--- src/rtl/pcs_sync_fifo.sv ---
// rtl/pcs_sync_fifo.sv - single-clock show-ahead FIFO for 66-bit PCS RX blocks
module pcs_sync_fifo #(
  parameter int DATASIZE  = 66,
  parameter int ADDRSIZE  = 3,
  parameter int AFULL_TH  = (1 << ADDRSIZE) - 2,
  parameter int AEMPTY_TH = 2
) (
  input  logic                clk,
  input  logic                rst_n,
  input  logic                flush,
  input  logic                winc,
  input  logic [DATASIZE-1:0] wdata,
  input  logic                rinc,
  output logic [DATASIZE-1:0] rdata,
  output logic                wfull,
  output logic                rempty,
  output logic                walmost_full,
  output logic                ralmost_empty,
  output logic [ADDRSIZE:0]   level,
  output logic                overflow,
  output logic                underflow,
  input  logic                clr_err
);

  localparam int DEPTH = 1 << ADDRSIZE;
  localparam logic [ADDRSIZE:0] LVL_FULL = (ADDRSIZE+1)'(DEPTH);
  localparam logic [ADDRSIZE:0] LVL_AF   = (ADDRSIZE+1)'(AFULL_TH);
  localparam logic [ADDRSIZE:0] LVL_AE   = (ADDRSIZE+1)'(AEMPTY_TH);

  logic [DATASIZE-1:0] mem_q [DEPTH];
  logic [ADDRSIZE-1:0] wptr_q, wptr_d, rptr_q, rptr_d;
  logic [ADDRSIZE:0]   level_q, level_d;
  logic                ovf_q, ovf_d, unf_q, unf_d;
  logic                wr_ok, rd_ok, wr_en, rd_en;

  // Status flags decode only from the registered level, never from winc/rinc.
  assign wfull         = (level_q == LVL_FULL);
  assign rempty        = (level_q == '0);
  assign walmost_full  = (level_q >= LVL_AF);
  assign ralmost_empty = (level_q <= LVL_AE);
  assign level         = level_q;
  assign overflow      = ovf_q;
  assign underflow     = unf_q;
  assign rdata         = mem_q[rptr_q];

  // A pop at full frees the slot the write lands in, so both are accepted.
  assign wr_ok = winc & (~wfull | rinc);
  assign rd_ok = rinc & ~rempty;
  assign wr_en = wr_ok & ~flush;
  assign rd_en = rd_ok & ~flush;

  always_comb begin
    wptr_d  = wptr_q;
    rptr_d  = rptr_q;
    level_d = level_q;
    if (flush) begin
      wptr_d  = '0;
      rptr_d  = '0;
      level_d = '0;
    end else begin
      if (wr_en) wptr_d = wptr_q + ADDRSIZE'(1);
      if (rd_en) rptr_d = rptr_q + ADDRSIZE'(1);
      level_d = level_q + (ADDRSIZE+1)'(wr_en) - (ADDRSIZE+1)'(rd_en);
    end
  end

  // Set beats clear when both happen in the same cycle.
  always_comb begin
    ovf_d = ovf_q & ~clr_err;
    unf_d = unf_q & ~clr_err;
    if (!flush && winc && wfull && !rinc) ovf_d = 1'b1;
    if (!flush && rinc && rempty)         unf_d = 1'b1;
  end

  always_ff @(posedge clk or negedge rst_n) begin
    if (!rst_n) begin
      wptr_q  <= '0;
      rptr_q  <= '0;
      level_q <= '0;
      ovf_q   <= 1'b0;
      unf_q   <= 1'b0;
    end else begin
      wptr_q  <= wptr_d;
      rptr_q  <= rptr_d;
      level_q <= level_d;
      ovf_q   <= ovf_d;
      unf_q   <= unf_d;
    end
  end

  always_ff @(posedge clk) begin
    if (wr_en) mem_q[wptr_q] <= wdata;
  end

endmodule

--- config.mk ---
export PLATFORM = sky130hd
export DESIGN_NAME = pcs_sync_fifo
export DESIGN_NICKNAME = d
export VERILOG_FILES = /design/src/rtl/pcs_sync_fifo.sv
export SDC_FILE = /design/constraint.sdc
export NUM_CORES = 1
export LEC_CHECK = 0
export ABC_AREA = 1
export CAP_MARGIN = 25
export CORE_AREA = 2 2 234 236
export CTS_BUF_LIST = sky130_fd_sc_hd__clkbuf_4 sky130_fd_sc_hd__clkbuf_8 sky130_fd_sc_hd__clkbuf_16
export DETAILED_ROUTE_END_ITERATION = 16
export DIE_AREA = 0 0 236 238
export DONT_BUFFER_PORTS = 1
export GPL_ROUTABILITY_DRIVEN = 0
export PLACE_DENSITY = 0.66
export SLEW_MARGIN = 20
export SYNTH_ARGS = -nofsm -noshare
export SYNTH_HDL_FRONTEND = slang
export SYNTH_SLANG_ARGS = --single-unit
--- constraint.sdc ---
create_clock -name clk -period 6.9 [get_ports clk]
set_input_delay 1.38 -clock clk [delete_from_list [all_inputs] [get_ports clk]]
set_output_delay 1.38 -clock clk [all_outputs]
set_load 0.005 [all_outputs]
==> metrics.md <==
| Metric | Value |
|---|---|
| Count of final max-slew check failures | 0 |
| Area Growth Syn to Fin | 10.1% |
| Synthesized area | 0.0238 mm^2 |
| WL met1 | 22.8 mm |
| Clk buf depth | 3 |
| Clock skew | around 0.033 ns |
| Status | completed |
| Crit. path cell count | 8 |
| Core area | roughly 0.053 mm^2 |
| Final Cycle Share | a little under three quarters |
| Crit path to | rdata[43] |
| P_leak | 11.9 nW |
| Fmax | 0.203 GHz |
| Post-synth EDFFs | 528 |
| Initial DRC count | 1139 |
| Cell Pwr Density | approximately 320 mW/mm^2 |
| Max Fanout on Critical Path | 114 |
| Rel. slew slack | 35.5% |
| WL final | 52.7 mm |
| IO Pins | approximately 150 |
| Kind of critical path | flop to primary output |
| Top post-synthesis cells by count | 882 x nand2_1, 545 x inv_1, 528 x edfxtp_1, 277 x nand3_1, 50 x buf_2 |
| RR Endpoint | mem_q[4][41]$_DFFE_PP_ |
| Final-report hold violation count | 0 |
| Overall Global Routing Usage | 19.0% |
| CTS sink cnt | 540 |
| Worst endpoint required time | 5.52 ns |
| DR vias | about 15000 |
| Critical path's largest stage delay | approximately 0.77 ns |
| Asr flop ratio synth | ~2.2% |
| CP max-delay cell | dfrtp_4 |
| DRT antenna net count | 0 |
| Detail Placement HPWL | 28.3 mm |
| Latest clock arrival within the worst-skew pair | around 0.60 ns |
| Initial antenna violation count | 0 |
| CTS HTree Levels | 2 |
| R2R depth | 6 |
| Main synth FF type | edfxtp_1 |
| First drt pass iteration count | 7 |
| Residual DRC | 0 |
| CP most frequent cell | nand2_1 |
| Final net count | 2454 |
| Total grt overflow | 0 |
| Worst setup path startpoint | rptr_q[0]$_DFFE_PN0P_ |
| Clock period minus worst slack | just under 5 ns |
| WP buf/inv | 3 |
| FF+latch count, synth | 540 |
| Met2 WL | 25.4 mm |
| Starting Density | 44.6% |
| Family with the most delay on the worst path | buffers and inverters |
| Element type at the critical path start | flop |
| RR Startpoint | level[2]$_DFF_PN0_ |
| Crit path capture type | primary output |
| Area contributors post-synth | edfxtp_1 67%, nand2_1 14%, inv_1 8.6%, nand3_1 5.8%, dfrtp_1 1.3% |
| CTS tree | built |
| Final setup fails | 0 |
| R2R Setup Slk | 3.84 ns |
| CTS-repair resized insts | 0 |
| Area leader, netlist | edfxtp_1 |
| Unique masters post-synth | 23 |
| Avg Inst Size Synth | around 10 um^2 |
| Rows | 85 |
| Die Wd | 236 um |
| Die area | 0.0562 mm^2 |
| Synth top area share | 66.5% |
| Top layer in use | met4 |
| Share of layout cells above drive strength 1 | around 5.4% |
| VDD IR-drop max | 181 uV |
| Crit path DAT | 3.55 ns |
| Yosys warnings | 0 |
| Vias/cell | 4.84 |
| Met3 wire length | 3.61 mm |
| Setup TNS | 0 ns |
| Largest net degree at the start of global routing | 115 |
| Mapped Cells | about 2400 |
| Crit path cell chain | inv_8, buf_16, buf_4, nand2_1, nand3_1, nand2_1, nand2_1, nand2_1 |
| RSZ-0062 raised after global routing | no |
| Post-synthesis sequential area ratio | 67.8% |
| Clock-pin transition on the worst setup and hold timing paths | approximately 0.060 ns |
| Diodes inserted | 0 |
| Mean routed wirelength per cell | 16.9 um |
| Clk root buf | clkbuf_16 |
| Most frequent cell after synthesis | nand2_1 |
| Number of global-route vias before repair | 14603 |
| Setup Fix Bufs, Post-CTS | 0 |
| Worst-Margin Slew | a little under 1 ns |
| Setup WS pre-CTS | 2.56 ns |
| Synthesized net count | 2470 |
| PortBufs | 0 |
| Num CTS Buffers | 56 |
| Die Y | 238 um |
| Final worst slack | 1.97 ns |
| Cts-stage hold buffer count | 0 |
| Worst min path class | primary input to async pin |
| Max Cap Violations | 0 |
| First-pass GRT wire length | ~82 mm |
-- cell usage in the layout, fill, tap and decap left out, drive strengths merged --
cell and instances:
edfxtp 528, o22ai 1, clkinv 28, bufinv 6, fa 1, nand2 882
buf 29, nand4 1, inv 550, nand3 277, clkbuf 66, ha 10
o21ai 2, xor2 2, nor2 13, a21oi 2, nor3b 1, nor3 4
dfrtp 12
-- cell type report --
class                           instances  area, um^2
Clock buffer                           66        1490
Clock inverter                         36         328
Fill cell                            4706       27200
Inverter                              548        2070
Multi-Input combinational cell       1196        5020
Sequential cell                       540       16200
Tap cell                              696         871
Timing Repair Buffer                   29         310
-- worst min path at each step --
stage	startpoint	to	slack (ns)	cells past startpoint
after CTS	rst_n	level[0]$_DFF_PN0_	0.42	0
after detailed placement	wptr_q[0]$_DFFE_PN0P_	wptr_q[0]$_DFFE_PN0P_	0.54	2
after global placement	wptr_q[0]$_DFFE_PN0P_	wptr_q[0]$_DFFE_PN0P_	0.52	2
after floorplan	wptr_q[0]$_DFFE_PN0P_	wptr_q[0]$_DFFE_PN0P_	0.50	2
after global routing	rst_n	rptr_q[0]$_DFFE_PN0P_	0.43	0
final	rst_n	level[1]$_DFF_PN0_	0.47	0
-- state kept, by name (all words and copies together), names as in the netlist --
| name | flops |
|---|---|
| underflow | 1 |
| overflow | 1 |
| rptr_q | 3 |
| mem_q | 528 |
| wptr_q | 3 |
| level | 4 |
-- cell families (layout without fill, tap and decap cells) --
kind of cell | count (synthesis) | after routing | synth area share, %
flip-flops | 540 | 540 | 67.8
adder cells (fa/ha/maj) | 11 | 11 | 0.609
AND/OR/NAND/NOR | 1178 | 1178 | 20.1
XOR/XNOR | 2 | 2 | 0.0735
AO/OA/AOI/OAI | 5 | 5 | 0.110
buffers and inverters | 651 | 679 | 11.4
-- layer usage --
| layer | global-route usage (%) | up-vias |
|---|---|---|
| li1 | - | 7377 |
| met1 | 24.4 | 7259 |
| met2 | 32.1 | 353 |
| met3 | 4.94 | 79 |
| met4 | 4.71 | 0 |
| met5 | 0 | - |
-- through the flow --
step | hold WS, ns | cells | util [%] | total power (W) | instance area, um^2
2_1_floorplan | 0.497 | 2387 | - | 0.00513 | 23800
5_1_grt | 0.425 | 3111 | 49.1 | 0.00880 | 26300
4_1_cts | 0.425 | 3110 | 49.0 | 0.00844 | 26200
3_3_place_gp | 0.517 | 3004 | 45.4 | 0.00540 | 24300
6_report | 0.466 | 3111 | 49.1 | 0.00835 | 26300
3_5_place_dp | 0.543 | 3008 | 45.6 | 0.00546 | 24400
-- power breakdown --
| group | leakage, nW | switching, W | total [W] | internal (W) |
|---|---|---|---|---|
| sequential | 4.92 | 0.000112 | 0.00381 | 0.00370 |
| clock | 0.915 | 0.00121 | 0.00298 | 0.00176 |
| combinational | 6.01 | 0.00111 | 0.00157 | 0.000459 |
| total | 11.9 | 0.00243 | 0.00835 | 0.00592 |
-- worst reg2reg max path: cells and delay by family (launching register included) --
family / cells / cell delay [ns]
DFF: 1 / 0.40
buffers and inverters: 2 / 0.68
adders and majority gates: 1 / 0.22
and+or+nand+nor: 3 / 1.38
(Power assumes the default switching activity.)
